**config.mk**
```make
export PLATFORM = sky130hd
export DESIGN_NAME = sti4_ti_stage_seq
export DESIGN_NICKNAME = d
export VERILOG_FILES = /design/src/rtl/sti4_ti_stage_seq.sv
export SDC_FILE = /design/constraint.sdc
export NUM_CORES = 1
export LEC_CHECK = 0
export CAP_MARGIN = 5
export CORE_AREA = 2 2 52 54
export CTS_BUF_LIST = sky130_fd_sc_hd__clkbuf_8
export CTS_CLUSTER_SIZE = 16
export DETAILED_ROUTE_END_ITERATION = 8
export DIE_AREA = 0 0 54 56
export GPL_TIMING_DRIVEN = 0
export PLACE_DENSITY = 0.84
export SKIP_CTS_REPAIR_TIMING = 1
export SLEW_MARGIN = 20
export SYNTH_ARGS = -nofsm -noshare
export SYNTH_HDL_FRONTEND = slang
export SYNTH_SLANG_ARGS = --single-unit
```
**constraint.sdc**
```tcl
create_clock -name clk -period 2.1 [get_ports clk]
set_input_delay 0.42 -clock clk [delete_from_list [all_inputs] [get_ports clk]]
set_output_delay 0.42 -clock clk [all_outputs]
set_load 0.05 [all_outputs]
```
**src/rtl/sti4_ti_stage_seq.sv**
```systemverilog
// Share-pipeline controller for the 4-bit threshold-implemented S-box: holds three
// 4-bit shares, steps them through NSTAGE external array stages, returns them on valid/ready.
// Optional build macro STI4_SHARE_REFRESH_EN adds fresh-mask share refresh at each stage capture.
module sti4_ti_stage_seq #(
  parameter int NSTAGE = 2,
  parameter int STW    = 2
) (
  input  logic           clk,
  input  logic           rst,
  input  logic           in_valid,
  output logic           in_ready,
  input  logic [11:0]    in_sh,
  input  logic [7:0]     rnd,
  output logic [11:0]    sh_bus,
  output logic [STW-1:0] stage_idx,
  input  logic [11:0]    comp,
  output logic           out_valid,
  input  logic           out_ready,
  output logic [11:0]    out_sh
);

  typedef enum logic [1:0] {
    IDLE = 2'd0,
    EVAL = 2'd1,
    DONE = 2'd2
  } state_t;

  localparam logic [STW-1:0] LAST_STAGE = STW'(NSTAGE - 1);

  state_t         state_reg, state_next;
  logic [11:0]    share_reg, share_next;
  logic [STW-1:0] cnt_reg, cnt_next;
  logic [11:0]    capture;

`ifdef STI4_SHARE_REFRESH_EN
  // Mask {r0^r1, r1, r0} XORs to zero across the shares, so the unshared value is untouched.
  logic [3:0]  r0;
  logic [3:0]  r1;
  logic [11:0] mask;

  assign r0      = rnd[3:0];
  assign r1      = rnd[7:4];
  assign mask    = {r0 ^ r1, r1, r0};
  assign capture = comp ^ mask;
`else
  logic unused_rnd;

  assign unused_rnd = ^rnd;
  assign capture    = comp;
`endif

  always_ff @(posedge clk) begin
    if (rst) begin
      state_reg <= IDLE;
      share_reg <= '0;
      cnt_reg   <= '0;
    end else begin
      state_reg <= state_next;
      share_reg <= share_next;
      cnt_reg   <= cnt_next;
    end
  end

  always_comb begin
    state_next = state_reg;
    share_next = share_reg;
    cnt_next   = cnt_reg;
    case (state_reg)
      IDLE: begin
        if (in_valid) begin
          share_next = in_sh;
          cnt_next   = '0;
          state_next = EVAL;
        end
      end
      EVAL: begin
        // Registering every stage result is the glitch barrier between decomposition stages.
        share_next = capture;
        if (cnt_reg == LAST_STAGE) begin
          cnt_next   = '0;
          state_next = DONE;
        end else begin
          cnt_next = cnt_reg + 1'b1;
        end
      end
      DONE: begin
        if (out_ready) begin
          state_next = IDLE;
        end
      end
      default: begin
        state_next = IDLE;
        share_next = '0;
        cnt_next   = '0;
      end
    endcase
  end

  // cnt is held at zero outside EVAL, so it can drive the stage select directly.
  assign in_ready  = (state_reg == IDLE);
  assign out_valid = (state_reg == DONE);
  assign sh_bus    = share_reg;
  assign stage_idx = cnt_reg;
  assign out_sh    = share_reg;

endmodule

```
==> results of run 1 <==
==> layout make-up <==
| class | count | share of cell area |
|---|---|---|
| Buffer | 16 | 0.0736 |
| Clock buffer | 4 | 0.0356 |
| Inverter | 12 | 0.0291 |
| Multi-Input combinational cell | 53 | 0.271 |
| Sequential cell | 16 | 0.207 |
| Tap cell | 30 | 0.0243 |
| Timing Repair Buffer | 55 | 0.359 |
==> layout by cell type, fill, tap and decap left out, drive strengths merged, types with 4 or more instances in the layout <==
| cell | instances |
|---|---|
| clkdlybuf4s50 | 53 |
| clkbuf | 6 |
| dfxtp | 16 |
| buf | 14 |
| a21oi | 14 |
| inv | 12 |
| nor2 | 4 |
| mux2 | 12 |
| o21a | 12 |
==> metrics by stage <==
stage / worst slack [ns] / hold WS (ns) / cell area (µm²) / util / TNS, ns
4_1_cts: -0.399 / 0.517 / 1550 / 0.635 / -0.423
3_3_place_gp: -0.115 / 0.501 / 1490 / 0.613 / -0.115
5_1_grt: 0.105 / 0.532 / 1550 / 0.636 / 0
2_1_floorplan: 0.334 / 0.489 / 902 / - / 0
6_report: 0.146 / 0.515 / 1550 / 0.636 / 0
3_5_place_dp: -0.108 / 0.505 / 1490 / 0.613 / -0.108
==> final timing paths <==
path / start / endpoint / depth (start not counted)
worst max register to register: state_reg[1] / out_sh[0] / 4
worst min register to register: stage_idx[1] / stage_idx[1] / 1
worst max-delay path: out_sh[11] / sh_bus[11] / 2
worst min-delay path: stage_idx[1] / stage_idx[1] / 1
==> power breakdown <==
group          internal [mW]  total, mW  switching (mW)
clock                  0.166      0.268           0.102
combinational          0.209      0.464           0.255
sequential             0.331      0.353          0.0222
==> per-layer routing <==
metal / vias to the layer above / GRT usage
met2: 34 / 0.298
met5: - / 0
met3: 2 / 0.0188
met1: 381 / 0.167
met4: 0 / 0.0643
li1: 427 / -
==> cells by family (layout without fill, tap and decap cells) <==
kind of cell | after synthesis | count (layout) | share of synthesized area
DFF | 16 | 16 | 0.355
AOI/OAI and AO/OA | 27 | 27 | 0.186
and+or+nand+nor | 13 | 13 | 0.0846
buffers and inverters | 29 | 87 | 0.180
muxes | 13 | 13 | 0.194
==> results.json, run 1 <==
{
  "crit_fanout": 3,
  "synth-main-ff-cell": "dfxtp_1",
  "fin_cells": 186,
  "place.gp.congestion": 0.676,
  "yosysSeqAreaShare": 0.355,
  "cts_buffer_depth": 2,
  "ys_seq_elements": 16,
  "grt_pass1_wl_um": 3540,
  "start_util": 0.371,
  "cp.required_ns": 1.68,
  "grt_max_degree": 11,
  "cp_slowest_cell": "clkdlybuf4s50_1",
  "clk-insertion-delay-late_ns": 0.24,
  "hpwl_um": 1920,
  "grt_pass1_vias": 788,
  "worstPathArrival_ns": 1.53,
  "syn_nets": 134,
  "antenna_found_initial": 0,
  "critical_path_class": "register to primary output",
  "ys_warn_count": 0,
  "seq_area_um2": 320,
  "die_w_um": 54,
  "drt_iter0_drc": 13,
  "hold_path_class": "register to register",
  "synth_cell_types": 22,
  "end_kind": "primary output",
  "dieArea_mm2": 0.00302,
  "clock-sinks": 16,
  "numCtsBuffers": 3,
  "rrSetupSlack_ns": 0.70,
  "wl_met2_um": 1290,
  "multi_input_area_um2": 419,
  "synth_edf_count": 0,
  "layout.nets": 193,
  "synth_most_common_cell": "dfxtp_1",
  "ir_worst_vdd_mv": 0.473,
  "rsz0062_at_grt": "false",
  "place_inst": 183,
  "largest_register_ffs": 12,
  "ys_top_cells_by_area": "dfxtp_1, mux2_4, buf_4, o21a_1, a21oi_1",
  "vias": 844,
  "hold_viol": 0,
  "top_layer": "met4",
  "die_height_um": 56,
  "first_pass_iters": 4,
  "synth_top_cell_by_area": "dfxtp_1",
  "clk_pin_slew_ns": 0.06,
  "p_leak_nw": 0.703,
  "synth_common_cells": "dfxtp_1, a21oi_1, buf_4, inv_1, o21a_1",
  "cap_violations": 0,
  "setup_violations": 0,
  "area_delta_synth_final_pct": 71.4,
  "met1Wirelength_um": 906,
  "status": "completed",
  "htreeDepth": 1,
  "dr_wl_met3_um": 145,
  "grt_overflow": 0,
  "wirelength_um": 2370,
  "wl_per_cell_um": 12.7,
  "syn_area_per_cell_um2": 9.21,
  "path_delay_family": "buffers and inverters",
  "finalCriticalPeriod_ns": 1.95,
  "io_pins": 64,
  "cp_num_buf_inv": 2,
  "n_fill_cell": 217,
  "cts_tree": "yes",
  "antenna_cells": 0,
  "postSynthCellCount": 98,
  "slew_viol_final": 0,
  "skew_ns": 0.00116,
  "period_share": 0.931,
  "async_flop_share": 0,
  "drive_gt1_frac": 0.199,
  "postRouteAntennaNets": 0,
  "fp-row-count": 18,
  "critPathMaxStageDelay_ns": 0.79,
  "grtUsageTotal": 0.158,
  "fmax_ghz": 0.512,
  "synth_top_area_frac": 0.355,
  "crit_chain": "buf_4, clkdlybuf4s50_1",
  "p_per_area_mw_per_mm2": 702,
  "post-route-drc-count": 0,
  "worst_pin_slew_ns": 0.516,
  "viasPerCell": 4.54,
  "ctsRootBufferMaster": "clkbuf_8",
  "relSlewSlack": 0.655,
  "power_mw": 1.09,
  "core_area_mm2": 0.00243,
  "syn_area_um2": 902,
  "io_buffers": 55,
  "start_kind": "register"
}
No activity file was read; power rests on OpenSTA's default activity.
==> run 2: changes to the inputs <==
CELL_PAD_IN_SITES_DETAIL_PLACEMENT = 1   (was default)
CELL_PAD_IN_SITES_GLOBAL_PLACEMENT = 2   (was default)
CORE_AREA = 2 2 71 73   (was 2 2 52 54)
DIE_AREA = 0 0 73 75   (was 0 0 54 56)
PLACE_DENSITY = default   (was 0.84)
PLACE_DENSITY_LB_ADDON = 0.1   (was default)
==> run 2 against run 1 <==
Net effect:
- final cell count is 12% higher
- critical path depth stayed put
- global-route usage is 5.2 points lower
- combinational power hardly changed
- register-to-register slack worse by 0.04 ns
- sequential share of layout area is 0.25 points lower
- flip-flop and latch count stayed put
- critical path type unchanged
- critical endpoint unchanged
- largest cell class unchanged
- highest routed layer unchanged
==> results.json, run 2 (synthesis gave the netlist of run 1 again) <==
{
  "core_area_mm2": 0.00466,
  "finalCriticalPeriod_ns": 1.94,
  "viasPerCell": 4.15,
  "io_buffers": 55,
  "fp-row-count": 25,
  "layout.nets": 193,
  "ctsRootBufferMaster": "clkbuf_8",
  "worstPathArrival_ns": 1.52,
  "slew_viol_final": 0,
  "cap_violations": 0,
  "clk-insertion-delay-late_ns": 0.25,
  "period_share": 0.923,
  "vias": 867,
  "place.gp.congestion": 0.640,
  "io_pins": 64,
  "cp.required_ns": 1.68,
  "clkPwrFrac": 0.221,
  "final_cell_mix": "clkdlybuf4s50_1, dfxtp_1, a21oi_1",
  "worst_pin_slew_ns": 0.509,
  "place_ws_ns": -0.210,
  "start_util": 0.194,
  "setup_ws_ns": 0.163,
  "die_w_um": 73,
  "dieArea_mm2": 0.00548,
  "place_inst": 207,
  "hpwl_um": 2120,
  "fmax_ghz": 0.516,
  "final_util": 0.336,
  "start_kind": "register",
  "antenna_found_initial": 0,
  "clock-sinks": 16,
  "post-route-drc-count": 0,
  "swShare": 0.366,
  "drt_iter0_drc": 24,
  "drive_gt1_frac": 0.194,
  "relSlewSlack": 0.660,
  "hold_path_class": "register to register",
  "first_pass_iters": 4,
  "rsz0062_at_grt": "false",
  "cts_tree": "yes",
  "numCtsBuffers": 3,
  "grtUsageTotal": 0.106,
  "antenna_cells": 0,
  "power.net_switching_uw": 385,
  "ir_worst_vdd_mv": 0.207,
  "grt_max_degree": 11,
  "htreeDepth": 1,
  "grt_pass1_wl_um": 4350,
  "largest_register_ffs": 12,
  "p_per_area_mw_per_mm2": 672,
  "cts_buffer_depth": 2,
  "crit_fanout": 3,
  "wirelength_um": 2740,
  "area_delta_synth_final_pct": 73.5,
  "fin_cells": 209,
  "setup_violations": 0,
  "p_int_uw": 667,
  "hold_viol": 0,
  "final_common_cell": "clkdlybuf4s50_1",
  "grt_overflow": 0,
  "wl_per_cell_um": 13.1,
  "p_comb_frac": 0.444,
  "status": "completed",
  "skew_ns": 0.00263,
  "clk_pin_slew_ns": 0.07,
  "postRouteAntennaNets": 0,
  "seqPwrFrac": 0.335,
  "grt_pass1_vias": 925,
  "end_kind": "primary output",
  "critical_path_class": "register to primary output",
  "die_height_um": 75,
  "p_leak_nw": 0.696
}
[run 2: worst paths after layout]
kind	from	to	slack (ns)	cells past startpoint
worst max-delay path	out_sh[11]	sh_bus[11]	0.16	2
worst max register to register	state_reg[1]	out_sh[10]	0.66	4
worst min register to register	stage_idx[1]	stage_idx[1]	0.53	1
worst min-delay path	stage_idx[1]	stage_idx[1]	0.53	1
[run 2: final cells by class]
| cell class | instances | area, µm² |
|---|---|---|
| well taps | 54 | 67.6 |
| plain buffers | 16 | 116 |
| multi-input cells | 53 | 419 |
| repair buffers | 55 | 556 |
| flip-flops and latches | 16 | 320 |
| clock buffers | 3 | 41.3 |
| fillers | 535 | 3100 |
| inverters | 12 | 45.0 |
[run 2: routing by layer]
metal	global-route usage	up-vias	wire, µm
met5	0	-	0
met1	0.118	410	1130
li1	-	429	-
met4	0.0370	0	23
met2	0.197	26	1460
met3	0.0241	2	128
[run 2: power groups by stage]
stage	Sequential (mW)	Clock, mW	Combinational (mW)
2_1_floorplan	0.440	0	0.220
3_3_place_gp	0.358	0	0.470
3_5_place_dp	0.360	0	0.473
4_1_cts	0.353	0.250	0.475
5_1_grt	0.357	0.264	0.492
6_report	0.352	0.233	0.467
[run 2: critical path: stages (launching register included)]
cell and delay (ns):
dfxtp_1 0.36, buf_4 0.12, clkdlybuf4s50_1 0.79
[run 2: metrics by stage]
stage          hold slack, ns  TNS (ns)  area, µm²  power [mW]
2_1_floorplan           0.489         0        902       0.660
3_3_place_gp            0.501    -0.235       1520       0.828
3_5_place_dp            0.513    -0.210       1520       0.833
4_1_cts                 0.533    -0.602       1560        1.08
5_1_grt                 0.547         0       1570        1.11
6_report                0.528         0       1570        1.05
